[config.mk]
export PLATFORM = sky130hd
export DESIGN_NAME = simd_product_accumulator
export DESIGN_NICKNAME = d
export VERILOG_FILES = /design/src/rtl/simd_product_accumulator.sv
export SDC_FILE = /design/constraint.sdc
export NUM_CORES = 1
export LEC_CHECK = 0
export CAP_MARGIN = 0
export CORE_ASPECT_RATIO = 0.7
export CORE_MARGIN = 4
export CORE_UTILIZATION = 27
export CTS_CLUSTER_DIAMETER = 200
export DETAILED_ROUTE_END_ITERATION = 8
export DONT_BUFFER_PORTS = 1
export SLEW_MARGIN = 20
export SYNTH_ARGS = -nofsm -noshare
export SYNTH_HDL_FRONTEND = slang
export SYNTH_SLANG_ARGS = --single-unit
[constraint.sdc]
create_clock -name clk -period 2.3 [get_ports clk]
set_input_delay 0.345 -clock clk [delete_from_list [all_inputs] [get_ports clk]]
set_output_delay 0.345 -clock clk [all_outputs]
set_load 0.02 [all_outputs]
[src/rtl/simd_product_accumulator.sv]
// simd_product_accumulator: sums a programmable-length group of unsigned
// multiplier products and presents each group sum over a valid/ready output
// with a sticky per-group overflow flag.
module simd_product_accumulator #(
   parameter int unsigned PROD_W = 8,
   parameter int unsigned ACC_W  = 16,
   parameter int unsigned CNT_W  = 4
) (
   input  logic              clk,
   input  logic              rst,
   input  logic              in_valid,
   output logic              in_ready,
   input  logic [PROD_W-1:0] in_product,
   input  logic [CNT_W-1:0]  len,
   output logic              out_valid,
   input  logic              out_ready,
   output logic [ACC_W-1:0]  out_sum,
   output logic              out_overflow
);

   localparam int unsigned SUM_W = ACC_W + 1;
   localparam int unsigned CMP_W = CNT_W + 1;

   typedef enum logic [0:0] {
      ACCUM = 1'b0,
      HOLD  = 1'b1
   } state_t;

   state_t             state;
   state_t             state_nxt;
   logic [ACC_W-1:0]   acc;
   logic               ovf;
   logic [CNT_W-1:0]   count;
   logic [CNT_W-1:0]   len_q;

   logic               accept;
   logic [CNT_W-1:0]   len_first;
   logic [CNT_W-1:0]   eff;
   logic [CMP_W-1:0]   count_inc;
   logic               last;
   logic [SUM_W-1:0]   sum_ext;
   logic               carry;

   // Ready is a pure decode of the state register.
   assign in_ready  = (state == ACCUM);
   assign accept    = in_valid && in_ready;

   // A zero length is promoted to one; later beats use the latched length.
   assign len_first = (len == '0) ? CNT_W'(1) : len;
   assign eff       = (count == '0) ? len_first : len_q;
   assign count_inc = CMP_W'(count) + CMP_W'(1);
   assign last      = (count_inc == CMP_W'(eff));

   // One extra bit on the add exposes the carry out of the accumulator.
   assign sum_ext   = SUM_W'(acc) + SUM_W'(in_product);
   assign carry     = sum_ext[ACC_W];

   // State register.
   always_ff @(posedge clk) begin
      if (rst) begin
         state <= ACCUM;
      end else begin
         state <= state_nxt;
      end
   end

   // Next-state: leave ACCUM on the last beat, leave HOLD on the output handshake.
   always_comb begin
      state_nxt = state;
      case (state)
         ACCUM: begin
            if (accept && last) begin
               state_nxt = HOLD;
            end
         end
         HOLD: begin
            if (out_ready) begin
               state_nxt = ACCUM;
            end
         end
         default: begin
            state_nxt = ACCUM;
         end
      endcase
   end

   // Accumulator datapath and registered result outputs.
   always_ff @(posedge clk) begin
      if (rst) begin
         acc          <= '0;
         ovf          <= 1'b0;
         count        <= '0;
         len_q        <= '0;
         out_valid    <= 1'b0;
         out_sum      <= '0;
         out_overflow <= 1'b0;
      end else if (accept) begin
         if (count == '0) begin
            len_q <= len_first;
         end
         if (last) begin
            out_sum      <= sum_ext[ACC_W-1:0];
            out_overflow <= ovf | carry;
            out_valid    <= 1'b1;
            acc          <= '0;
            ovf          <= 1'b0;
            count        <= '0;
         end else begin
            acc   <= sum_ext[ACC_W-1:0];
            ovf   <= ovf | carry;
            count <= count_inc[CNT_W-1:0];
         end
      end else if (out_valid && out_ready) begin
         out_valid <= 1'b0;
      end
   end

endmodule

## Yosys cells after proc, flatten, opt, wreduce, memory -nomap -nowiden

Cells that the tools add are included.

- Register bits: 44
- Bits in latches: 0
- RAM bits: 0
- ROM bits: 0
- Input bits: 16
- Output and inout bits: 19
- Word-level logic and storage cells: 33
- Memories kept: 0

- Add/sub/neg operators: 2
- Multiply operators: 0
- Divide/modulo/power cells: 0
- $lt $le $gt $ge: 0
- Equal/unequal tests: 2
- Shift-type cells: 0
- Mux-type cells: 11
- Bitwise logic cells: 2
- Reductions and logical operators: 8

Operators by type and width:

| cell | count |
|---|---|
| 16-bit by 8-bit adder with 17-bit output | 1 |
| 16-bit 2-to-1 mux | 1 |
| 4-bit 2-to-1 mux | 3 |
| 4-bit logical NOT | 2 |
| 1-bit 2-to-1 mux | 6 |
| 4-bit by 1-bit adder with 5-bit output, second input constant | 1 |
| 5-bit by 4-bit equality test with 1-bit output | 1 |
| 2-bit AND reduction | 2 |
| 1-bit logical AND | 3 |
| 2-bit by 1-bit inequality test with 1-bit output, second input constant | 1 |
| 1-bit one-hot mux with 2 select lines | 1 |
| 2-bit nonzero test | 1 |
| 1-bit NOT | 1 |
| 1-bit OR | 1 |

## Depth between registers and ports, before layout

Gate-level depths: netlist (run 1).

- Depth in word-level cells: 7
- Mapped depth: 10
- Gate-level depth less buffers: 8

## Worst setup path before layout (run 1)

Ideal clock, no wire load.

- Kind: register to register
- From: register count[0]
- To: register acc[0]
- Library setup time: 0.117 ns
- Arrival time: 2.421 ns
- Data required time: 2.183 ns
- Setup slack: -0.238 ns
- Stages on the path, launching flop included: 10
- Buffers on the path: 2
- Period minus slack after synthesis: 2.538 ns
- Path through: dfxtp_1 > ha_1 > or3b_1 > a311oi_2 > a31oi_1 > o41a_1 > buf_2 > and2_4 > buf_6 > a22o_1

- Longest elaborated chain between the ends: 4
- Elaborated cells on any way between the ends: 5
- Those cells by class: add/sub: 1; eq/ne: 1; mux: 2; reduce/logical: 1

RTL lines:

| item | RTL line | text |
|---|---|---|
| start, declared | 33 | `logic [CNT_W-1:0] count;` |
| start signal, assigned | 111 | `count <= count_inc[CNT_W-1:0];` |
| branches (longest 2 deep; another with 4-bit by 1-bit adder with 5-bit output) | -- |  |
| 5-bit by 4-bit equality test with 1-bit output (*) | 52 | `assign last = (count_inc == CMP_W'(eff));` |
| 16-bit 2-to-1 mux (*) | 101 | `if (last) begin` |
| end signal, assigned | 109 | `acc <= sum_ext[ACC_W-1:0];` |
| end, declared | 31 | `logic [ACC_W-1:0] acc;` |

Mark *: on every way between the ends.
A chain may end at the register's enable or synchronous reset.

## Worst setup path after layout (run 1)

- From: register count[1]
- To: register out_sum[4]

- Longest elaborated chain between the ends: 4
- Elaborated cells on any way between the ends: 5
- Those cells by class: add/sub: 1; eq/ne: 1; mux: 1; reduce/logical: 2

RTL lines:

| item | RTL line | text |
|---|---|---|
| branches (longest 2 deep; another with 4-bit by 1-bit adder with 5-bit output) | -- |  |
| 5-bit by 4-bit equality test with 1-bit output (*) | 52 |  |
| 2-bit AND reduction (no source line) (*) | -- |  |
| end signal, assigned | 102 | `out_sum <= sum_ext[ACC_W-1:0];` |
| end, declared | 17 | `output logic [ACC_W-1:0] out_sum,` |

Marked as above.

==> impl_metrics.py, run 1 <==
metrics = {
    "setup_path": {
        "worst_ep_required_time_ns": 2.48,
        "crit_path_start_kind": "flip-flop",
        "crit_fanout": 7,
        "rrSetupSlack_ns": -0.03,
        "end_kind": "flip-flop",
        "r2r_end": "out_sum[4]",
        "reg2regPathDepth": 10,
        "cp.arrival_ns": 2.51,
        "timing.rr.start": "count[1]",
        "crit_type": "reg -> reg",
    },
    "synth": {
        "synth_commonest_cells": "dfxtp_1, nand2_1, nor2_1",
        "synth_ff_type": "dfxtp_1",
        "synth-seq-cells": 44,
        "ys_top_cells_by_area": "dfxtp_1, ha_1, a21oi_1",
        "synth_area_sq_um": 2260,
        "ys_types": 41,
        "postSynthAreaPerCell_sq_um": 8.75,
        "yosys_warnings": 0,
        "synthArstFlopShare_pct": 0,
        "synth.most_common_cell": "dfxtp_1",
        "syn_nets": 285,
        "synth_top_area_share_pct": 39.0,
        "yosysTopAreaCell": "dfxtp_1",
        "synth-edff-count": 0,
        "syn-instance-count": 258,
        "synth_seq_area_share_pct": 39.0,
    },
    "status": {
        "run_status": "complete, but fails checks",
        "failed_checks": "negative setup slack",
    },
    "global_route": {
        "antenna_found_initial": 0,
        "grt_pass1_wl_mm": 10.0,
        "grt_max_degree": 24,
        "grt_pass1_vias": 1908,
        "grtUsageTotal_pct": 12.4,
        "grt-ovfl-total": 0,
    },
    "route": {
        "ant_nets": 0,
        "drt_wl_total_mm": 6.40,
        "vias": 1989,
        "drt_first_pass_iters": 4,
        "wl_per_cell_microns": 16.3,
        "drc": 0,
        "drt_iter0_markers": 95,
        "via_per_inst": 5.06,
    },
    "sta": {
        "worstMarginPinSlew_ns": 0.422,
        "fmax_mhz": 429,
        "slew_viol_final": 0,
        "finalSetupViolations": 8,
        "setup_slack_ns": -0.0285,
        "hold_violations": 0,
        "finalSetupTns_ns": -0.106,
        "fin_skew_ns": 0.00546,
        "grt_setup_unrepaired": "yes",
        "slew-limit-headroom_pct": 71.5,
        "fin_crit_ns": 2.33,
        "period_share_pct": 101,
    },
    "placed_design": {
        "gp_congestion": 0.864,
        "placed_cell_area_sq_um": 2570,
        "dp_hpwl_mm": 4.15,
        "placed_cells": 374,
        "dp_slack_ns": -0.0431,
        "portBuffers": 0,
    },
    "floorplanning": {
        "coreArea_sq_um": 8010,
        "rows": 27,
        "chipHeight_microns": 84.5,
        "io_pins": 35,
        "die_w_microns": 117,
        "start_util_pct": 28.2,
        "die_area_sq_um": 9920,
    },
    "final_layout": {
        "drive_above_1_share_pct": 30.5,
        "finalCoreUtilization_pct": 38.6,
        "nets": 318,
        "final_cell_count_no_fill": 393,
        "final_area_sq_um": 3090,
        "num_antenna_cells": 0,
        "syn_to_final_growth_pct": 36.7,
    },
    "min_path": {
        "min-delay-start": "rst",
        "hold_path_end": "len_q[3]",
        "hold_depth": 1,
        "min_path_type": "in -> reg",
    },
    "clocking": {
        "root_buffer": "clkbuf_16",
        "cts_hold_repair.buffers": 0,
        "clk_path_buf_depth": 2,
        "h-tree-depth": 2,
        "cts_tree": "done",
        "cts_made_buffers": 5,
        "clk_pin_slew_ns": 0.06,
        "insertion_delay_ns": 0.29,
        "cts_sinks": 44,
    },
    "job": {
        "cap_violations": 0,
    },
    "power_and_ir_drop": {
        "leakagePower_nw": 1.21,
        "power.density_nw_per_um2": 866,
        "vdd_drop_max_mv": 0.351,
    },
}
-- metrics by stage --
| stage | hold slack [ns] | power [W] |
|---|---|---|
| finish | 0.119 | 0.00267 |
| global route | 0.108 | 0.00283 |
| CTS | 0.121 | 0.00256 |
| detailed placement | 0.420 | 0.00164 |
| global placement | 0.417 | 0.00163 |
| floorplan | 0.429 | 0.00142 |
-- layer usage --
layer / routed length (microns) / GRT usage [%]
met3: 449 / 5.39
met2: 2720 / 18.5
met5: 0 / 0
met1: 3190 / 17.1
met4: 40 / 1.81
-- cell families (layout without fill, tap and decap cells) --
| family | Yosys count | count (layout) | synth area share, % |
|---|---|---|---|
| AO/OA/AOI/OAI | 67 | 67 | 20.2 |
| XOR/XNOR | 17 | 17 | 7.20 |
| multiplexers | 9 | 9 | 3.99 |
| flip-flops | 44 | 44 | 39.0 |
| buffers and inverters | 22 | 55 | 4.15 |
| adder cells (fa/ha/maj) | 11 | 11 | 6.43 |
| AND/OR/NAND/NOR | 88 | 89 | 19.1 |
-- registers in the layout, indices dropped and copies added (netlist names) --
signal / flops
out_valid: 1
count: 4
state: 1
acc: 16
len_q: 4
out_sum: 16
ovf: 1
out_overflow: 1
-- power breakdown --
| group | total, W | switching (W) | internal [W] |
|---|---|---|---|
| clock network | 0.000854 | 0.000310 | 0.000544 |
| registers | 0.000952 | 0.000107 | 0.000845 |
| logic | 0.000868 | 0.000424 | 0.000444 |
-- what timing repair did --
item | 4_1_cts | 5_1_grt
gates cloned | 2 | 2
pin swaps | 5 | 24
setup endpoints to repair | 21 | 40
gates resized for setup | 6 | 48
buffers inserted | 5 | 3
-- worst max-delay path: stages (launching register included) --
cell and delay [ns]:
dfxtp_4 0.36, inv_1 0.09, ha_4 0.13, or3b_4 0.38, o31a_1 0.28, buf_4 0.16, nor4b_4 0.22, buf_4 0.19
clkbuf_16 0.17, mux2i_1 0.19, nor2_1 0.05
-- layout make-up --
| type | count | area [sq um] |
|---|---|---|
| Fill cell | 783 | 4920 |
| Multi-Input combinational cell | 193 | 1530 |
| Sequential cell | 44 | 888 |
| Timing Repair Buffer | 35 | 324 |
| Clock buffer | 6 | 139 |
| Tap cell | 101 | 126 |
| Inverter | 12 | 45.0 |
| Clock inverter | 2 | 38.8 |
-- cell usage in the layout (no fill, tap or decap), types with 2 or more instances in the layout --
cell type,synthesis,layout
buf_6,1,3
or3_1,4,3
nor2_4,0,2
xnor2_1,10,9
nor2_2,0,2
mux2i_1,9,7
inv_1,12,11
ha_4,0,2
xor2_1,6,6
ha_1,10,8
a21oi_1,23,17
a21o_1,5,5
a31oi_2,0,2
o31a_1,2,2
nand2_1,25,25
nand3_2,0,3
a211oi_2,0,4
nand3_1,12,8
and3_1,6,6
a311oi_2,1,2
and2_4,1,2
nor2_1,24,20
o21ai_2,0,4
buf_4,0,29
nand2b_1,4,4
clkbuf_16,0,6
o21ai_0,10,3
nor3_1,4,3
a22o_1,9,9
a21oi_2,0,6
nor2b_1,2,2
dfxtp_4,0,2
o22ai_1,3,2
dfxtp_1,44,42
o21ai_1,0,3
-- worst max path at each step --
stage	depth (start not counted)	endpoint	start	slack (ns)
floorplan	9	count[1]	count[0]	-0.07
global placement	8	acc[0]	count[0]	-0.009
detailed placement	9	acc[12]	count[0]	-0.04
CTS	7	acc[1]	count[1]	-0.02
global route	7	count[1]	count[1]	-0.11
finish	10	out_sum[4]	count[1]	-0.03
(Power assumes the default switching activity.)
==> run 2, diff against run 1 <==
- RECOVER_POWER: unset -> 25
==> results of run 2 <==
Final layout, timing and power as in run 1 (identical DEF).
